**src/rtl/spi_mem_loader_if.sv**
```systemverilog
// SPI host pins plus parameter-memory write port of the SPI memory loader.
// addr_err exists only when SPI_LOADER_ERR_EN is defined.
interface spi_mem_loader_if #(
    parameter int N      = 8,
    parameter int ADDR_W = 9
);
    logic              sclk;
    logic              cs_n;
    logic              mosi;
    logic [N-1:0]      mem_data;
    logic [ADDR_W-1:0] mem_addr;
    logic              mem_we;
    logic              busy;
    logic              frame_done;
`ifdef SPI_LOADER_ERR_EN
    logic              addr_err;
`endif

    modport slave (
        input  sclk, cs_n, mosi,
`ifdef SPI_LOADER_ERR_EN
        output addr_err,
`endif
        output mem_data, mem_addr, mem_we, busy, frame_done
    );

    modport master (
        output sclk, cs_n, mosi,
`ifdef SPI_LOADER_ERR_EN
        input  addr_err,
`endif
        input  mem_data, mem_addr, mem_we, busy, frame_done
    );
endinterface

```
**src/rtl/spi_mem_loader.sv**
```systemverilog
// SPI mode-0 frame receiver: 16-bit start address then N-bit words, each written to parameter memory.
// Optional sticky invalid-address flag addr_err is enabled by defining SPI_LOADER_ERR_EN.
module spi_mem_loader #(
    parameter int M      = 320,
    parameter int N      = 8,
    parameter int ADDR_W = $clog2(M)
) (
    input  logic            clk,
    input  logic            reset,
    spi_mem_loader_if.slave bus
);
    localparam int SW = (N > 8) ? N : 8;
    localparam int CW = $clog2(SW + 1);

    localparam logic [15:0]       M16       = 16'(M);
    localparam logic [ADDR_W-1:0] LAST_ADDR = ADDR_W'(M - 1);
    localparam logic [CW-1:0]     BYTE_LAST = CW'(7);
    localparam logic [CW-1:0]     WORD_LAST = CW'(N - 1);

    localparam logic [2:0] IDLE    = 3'd0;
    localparam logic [2:0] ADDR_HI = 3'd1;
    localparam logic [2:0] ADDR_LO = 3'd2;
    localparam logic [2:0] DATA    = 3'd3;
    localparam logic [2:0] DROP    = 3'd4;

    logic [1:0]        sclk_sync;
    logic [1:0]        cs_sync;
    logic [1:0]        mosi_sync;
    logic              sclk_prev;
    logic [1:0]        sync_fill;

    logic [2:0]        state;
    logic [CW-1:0]     bit_cnt;
    logic [SW-2:0]     shift_reg;
    logic [7:0]        addr_hi;
    logic [ADDR_W-1:0] ptr;
    logic              wrote;
    logic              armed;

    logic [N-1:0]      mem_data_q;
    logic [ADDR_W-1:0] mem_addr_q;
    logic              mem_we_q;
    logic              frame_done_q;

    logic              cs_s;
    logic              sclk_rise;
    logic [SW-1:0]     shift_next;
    logic [15:0]       start_addr;
    logic              addr_ok;
    logic              byte_done;
    logic              word_done;

    // cs_n resets to the inactive level so busy reads 0 while reset is held
    always_ff @(posedge clk or posedge reset) begin
        if (reset) begin
            sclk_sync <= 2'b00;
            cs_sync   <= 2'b11;
            mosi_sync <= 2'b00;
            sclk_prev <= 1'b0;
            sync_fill <= 2'b00;
        end else begin
            sclk_sync <= {sclk_sync[0], bus.sclk};
            cs_sync   <= {cs_sync[0], bus.cs_n};
            mosi_sync <= {mosi_sync[0], bus.mosi};
            sclk_prev <= sclk_sync[1];
            sync_fill <= {sync_fill[0], 1'b1};
        end
    end

    assign cs_s       = cs_sync[1];
    assign sclk_rise  = sclk_sync[1] & ~sclk_prev;
    assign shift_next = {shift_reg, mosi_sync[1]};
    assign start_addr = {addr_hi, shift_next[7:0]};
    assign addr_ok    = (start_addr < M16);
    assign byte_done  = sclk_rise && (bit_cnt == BYTE_LAST);
    assign word_done  = sclk_rise && (bit_cnt == WORD_LAST);

    // armed only after a genuine cs_n high is seen, so a frame open across reset is dropped
    always_ff @(posedge clk or posedge reset) begin
        if (reset) begin
            state        <= IDLE;
            bit_cnt      <= '0;
            shift_reg    <= '0;
            addr_hi      <= '0;
            ptr          <= '0;
            wrote        <= 1'b0;
            armed        <= 1'b0;
            mem_data_q   <= '0;
            mem_addr_q   <= '0;
            mem_we_q     <= 1'b0;
            frame_done_q <= 1'b0;
        end else begin
            mem_we_q     <= 1'b0;
            frame_done_q <= 1'b0;
            if (sync_fill[1] && cs_s) begin
                armed <= 1'b1;
            end
            if (cs_s) begin
                if (state != IDLE) begin
                    state        <= IDLE;
                    frame_done_q <= wrote;
                end
                bit_cnt <= '0;
                wrote   <= 1'b0;
            end else begin
                case (state)
                    IDLE: begin
                        state     <= armed ? ADDR_HI : DROP;
                        bit_cnt   <= '0;
                        shift_reg <= '0;
                        wrote     <= 1'b0;
                    end
                    ADDR_HI: begin
                        if (sclk_rise) begin
                            shift_reg <= shift_next[SW-2:0];
                            bit_cnt   <= bit_cnt + 1'b1;
                        end
                        if (byte_done) begin
                            addr_hi <= shift_next[7:0];
                            bit_cnt <= '0;
                            state   <= ADDR_LO;
                        end
                    end
                    ADDR_LO: begin
                        if (sclk_rise) begin
                            shift_reg <= shift_next[SW-2:0];
                            bit_cnt   <= bit_cnt + 1'b1;
                        end
                        if (byte_done) begin
                            bit_cnt <= '0;
                            if (addr_ok) begin
                                ptr   <= start_addr[ADDR_W-1:0];
                                state <= DATA;
                            end else begin
                                state <= DROP;
                            end
                        end
                    end
                    DATA: begin
                        if (sclk_rise) begin
                            shift_reg <= shift_next[SW-2:0];
                            bit_cnt   <= bit_cnt + 1'b1;
                        end
                        if (word_done) begin
                            bit_cnt    <= '0;
                            mem_we_q   <= 1'b1;
                            mem_data_q <= shift_next[N-1:0];
                            mem_addr_q <= ptr;
                            ptr        <= (ptr == LAST_ADDR) ? '0 : ptr + 1'b1;
                            wrote      <= 1'b1;
                        end
                    end
                    DROP: begin
                        bit_cnt <= '0;
                    end
                    default: begin
                        state <= IDLE;
                    end
                endcase
            end
        end
    end

`ifdef SPI_LOADER_ERR_EN
    logic addr_err_q;

    // Sticky until a later frame passes the address check
    always_ff @(posedge clk or posedge reset) begin
        if (reset) begin
            addr_err_q <= 1'b0;
        end else if (!cs_s && state == ADDR_LO && byte_done) begin
            addr_err_q <= ~addr_ok;
        end
    end

    assign bus.addr_err = addr_err_q;
`endif

    assign bus.mem_data   = mem_data_q;
    assign bus.mem_addr   = mem_addr_q;
    assign bus.mem_we     = mem_we_q;
    assign bus.frame_done = frame_done_q;
    assign bus.busy       = ~cs_s;
endmodule

```
**src/flat_wrapper.sv**
```systemverilog
// flat-port wrapper written by rule: the top's interface ports become plain ports
module spi_mem_loader_flat 
#(
    parameter int M      = 320,
    parameter int N      = 8,
    parameter int ADDR_W = $clog2(M)
)
  (clk, reset, bus_sclk, bus_cs_n, bus_mosi, bus_mem_data, bus_mem_addr, bus_mem_we, bus_busy, bus_frame_done);
  spi_mem_loader_if #(.N(N), .ADDR_W(ADDR_W)) bus_i ();
  input  logic clk;
  input  logic reset;
  input wire logic [$bits(bus_i.sclk)-1:0] bus_sclk;
  input wire logic [$bits(bus_i.cs_n)-1:0] bus_cs_n;
  input wire logic [$bits(bus_i.mosi)-1:0] bus_mosi;
  output wire logic [$bits(bus_i.mem_data)-1:0] bus_mem_data;
  output wire logic [$bits(bus_i.mem_addr)-1:0] bus_mem_addr;
  output wire logic [$bits(bus_i.mem_we)-1:0] bus_mem_we;
  output wire logic [$bits(bus_i.busy)-1:0] bus_busy;
  output wire logic [$bits(bus_i.frame_done)-1:0] bus_frame_done;
  assign bus_i.sclk = bus_sclk;
  assign bus_i.cs_n = bus_cs_n;
  assign bus_i.mosi = bus_mosi;
  assign bus_mem_data = bus_i.mem_data;
  assign bus_mem_addr = bus_i.mem_addr;
  assign bus_mem_we = bus_i.mem_we;
  assign bus_busy = bus_i.busy;
  assign bus_frame_done = bus_i.frame_done;
  spi_mem_loader #(.M(M), .N(N), .ADDR_W(ADDR_W)) u_core (.clk(clk), .reset(reset), .bus(bus_i));
endmodule
```
**config.mk**
```make
export PLATFORM = sky130hd
export DESIGN_NAME = spi_mem_loader_flat
export DESIGN_NICKNAME = d
export VERILOG_FILES = /design/src/rtl/spi_mem_loader_if.sv /design/src/rtl/spi_mem_loader.sv /design/src/flat_wrapper.sv
export SDC_FILE = /design/constraint.sdc
export NUM_CORES = 1
export LEC_CHECK = 0
export CORE_ASPECT_RATIO = 0.75
export CORE_MARGIN = 8
export CORE_UTILIZATION = 38
export CTS_BUF_LIST = sky130_fd_sc_hd__clkbuf_4 sky130_fd_sc_hd__clkbuf_8
export CTS_CLUSTER_SIZE = 20
export DETAILED_ROUTE_END_ITERATION = 16
export PLACE_DENSITY = 0.59
export SLEW_MARGIN = 40
export SYNTH_ARGS = -nofsm -noshare
export SYNTH_HDL_FRONTEND = slang
export SYNTH_SLANG_ARGS = --single-unit
export TNS_END_PERCENT = 100
```
**constraint.sdc**
```tcl
create_clock -name clk -period 2.3 [get_ports clk]
set_input_delay 0.46 -clock clk [delete_from_list [all_inputs] [get_ports clk]]
set_output_delay 0.46 -clock clk [all_outputs]
set_load 0.05 [all_outputs]
```
==> flow_summary_export.csv <==
group,metric,value,unit
setup_path,crit_path_top_delay_cell,"or3_1",
timing,skew,6.02,ps
min_path,hold_class,"flip-flop to flip-flop",
power_and_ir_drop,pwr-share-comb,0.086,
place,hpwl,3.79,mm
route,drtAntennaViolNets,0,
cts,post_cts_buffers,0,
final_layout,drive_above_1_share,0.223,
final_layout,fill_cells,643,
final_layout,diodes,0,
setup_path,critPathLaunchType,"flip-flop",
final_layout,area_growth,21.9,%
setup_path,cp_data_required_time,2530,ps
synth,dominantRegCellSynth,"dfrtp_1",
route,wl_per_cell,15.7,um
power_and_ir_drop,seq_power_share,0.479,
timing,final.period_utilization,0.891,
power_and_ir_drop,switching_share,0.257,
place,port_buffers,24,
grt,grt-ovfl-total,0,
die,num_rows,26,
route,vias_per_cell,5.24,
cts,cts_inserted_buffers,9,
grt,grt_max_degree,46,
synth,ys_warn_count,0,
timing,rsz0062_at_grt,"no",
route,first_iter_violations,142,
timing,fin_tns_setup,0,ps
synth,synth_top_area_cell,"dfrtp_1",
cts,clockBufferDepth,2,
cts,root_buffer,"clkbuf_8",
final_layout,final_cell_mix,"dfrtp_1 (59), mux2_2 (25), clkdlybuf4s50_1 (23)",
cts,cts_tree,"done",
synth,synth_top_area_share,0.552,
place,routabilityCongestion,0.812,
synth,avgSynthCellArea,11.6,um^2
run,drv_cap,0,
synth,yosysUniqueCellTypes,49,
die,start_util,0.392,
synth,synth_area_leaders,"dfrtp_1 (55%), mux2_2 (11%), nand2_1 (2.8%), o21ai_0 (2.8%), dfstp_2 (2.0%)",
synth,synth-seq-area-share,0.572,
die,fp.dieW,113,um
cts,clk_pin_slew_worst_paths,70,ps
route,drc,0,
outcome,status,"finished clean",
synth,synth_async_sr_flop_share,1.00,
timing,period_needed,2050,ps
power_and_ir_drop,power_frac_clock,0.434,
cts,htreeDepth,3,
setup_path,critPathBufInv,0,
die,dieArea,10000,um^2
setup_path,worstSetupEndpointType,"flip-flop",
power_and_ir_drop,p_leak,1.45,nW
timing,slew_viol_final,0,
route,first_pass_iters,4,
setup_path,path_max_fanout,8,
cts,cts.sinks,61,
die,core_area,6830,um^2
power_and_ir_drop,intPower,1.77,mW
final_layout,mostFrequentLayoutCell,"dfrtp_1",
timing,finalHoldViolations,0,
grt,grt_use_total,0.119,
timing,setup_viol,0,
synth,synth-seq-cells,61,
setup_path,worst_path_dominant_cell_family,"simple AND/OR/NAND/NOR gates",
final_layout,final_core_util,0.477,
cts,clk_latency,340,ps
final_layout,final-seq-area,1530,um^2
power_and_ir_drop,power_density,731,nW/um^2
die,io_pins,25,
synth,synth_nets,238,
setup_path,crit_chain,"ha_1, nand4b_1, or2_2, or3_1, mux2_2",
route,vias,1851,
setup_path,crit_arrival,2280,ps
grt,grt_pass1_vias,1789,
power_and_ir_drop,p_sw,0.613,mW
timing,hold_ws,350,ps
synth,synth_edf_count,0,
grt,grt_pass1_wl,9.18,mm
timing,fmax,0.488,GHz
synth,synth.cell_area,2680,um^2
die,fp.dieH,88.7,um
power_and_ir_drop,ir_drop,0.448,mV
timing,worst_pin_slew,512,ps
synth,synthCells,231,
setup_path,critical_path.max_stage_delay,530,ps
timing,relSlewSlack,0.658,
final_layout,multi_input_area,1050,um^2
setup_path,critical_path_class,"flip-flop to flip-flop",
final_layout,nets,271,
grt,antenna_found_initial,0,
route,wirelength,5.53,mm
routing by layer:
metal / share of wire / global-route usage / vias to the layer above / wire length (um)
met5: 0 / 0 / - / 0
met4: 0.011 / 0.0470 / 0 / 61
met3: 0.061 / 0.0504 / 8 / 335
met2: 0.42 / 0.166 / 36 / 2340
met1: 0.50 / 0.159 / 908 / 2790
li1: - / - / 899 / -
power groups by stage:
stage | registers (mW) | clock network, mW | logic, mW
after floorplan | 1.15 | 0 | 0.139
after global placement | 1.16 | 0 | 0.201
after detailed placement | 1.16 | 0 | 0.206
after CTS | 1.14 | 1.06 | 0.209
after global routing | 1.15 | 1.11 | 0.230
final | 1.14 | 1.04 | 0.206
through the flow:
stage	power, mW	worst slack [ps]	cell area, um^2	cells
floorplan	1.29	330	2680	231
global placement	1.36	327	3040	337
detailed placement	1.37	269	3040	337
CTS	2.41	44.6	3260	353
global route	2.49	156	3260	353
finish	2.38	251	3260	353
Yosys cell counts (all sizes together), types with 3 or more instances:
cell and instances:
dfrtp 59, mux2 25, nand2 20, o21ai 19
inv 9, nor2 9, nand3 8, buf 7
nor3 7, a21oi 5, a211oi 4, a22oi 4
o31ai 4, or2 4, a31oi 3, clkbuf 3
nand2b 3, o22ai 3
cell families after synthesis:
| kind of cell | after synthesis | synth area share |
|---|---|---|
| buffers and inverters | 19 | 0.0369 |
| AND/OR/NAND/NOR | 69 | 0.138 |
| AO/OA/AOI/OAI | 50 | 0.123 |
| adder cells (fa/ha/maj) | 3 | 0.0131 |
| multiplexers | 27 | 0.113 |
| flip-flops | 61 | 0.572 |
| other | 1 | 0.00140 |
| XOR/XNOR | 1 | 0.00327 |
layout make-up:
type | instances | area share
multi-input combinational | 151 | 0.321
timing repair buffer | 32 | 0.100
tap | 84 | 0.0322
sequential | 61 | 0.469
inverter | 9 | 0.0104
clock inverter | 4 | 0.0165
clock buffer | 12 | 0.0506
what timing repair did:
item,CTS,global route
endpoints found under the hold margin,0,0
endpoints found under the setup margin,0,1
resized for setup,0,1
hold buffers,0,0
final timing paths:
check                                              start                                  to  slack (ps)  depth (start not counted)
max                        u_core.bit_cnt[0]$_DFFE_PP0P_       u_core.addr_hi[3]$_DFFE_PP0P_         250                          5
min                        u_core.mosi_sync[0]$_DFF_PP0_       u_core.mosi_sync[1]$_DFF_PP0_         350                          0
max reg2reg                u_core.bit_cnt[0]$_DFFE_PP0P_       u_core.addr_hi[3]$_DFFE_PP0P_         250                          5
min reg2reg                u_core.mosi_sync[0]$_DFF_PP0_       u_core.mosi_sync[1]$_DFF_PP0_         350                          0
max in group asynchronous                          reset         u_core.cs_sync[0]$_DFF_PP1_        1260                          3
min in group asynchronous                          reset  u_core.bus.mem_addr[5]$_DFFE_PP0P_         420                          2
No activity file was read; power rests on OpenSTA's default activity.
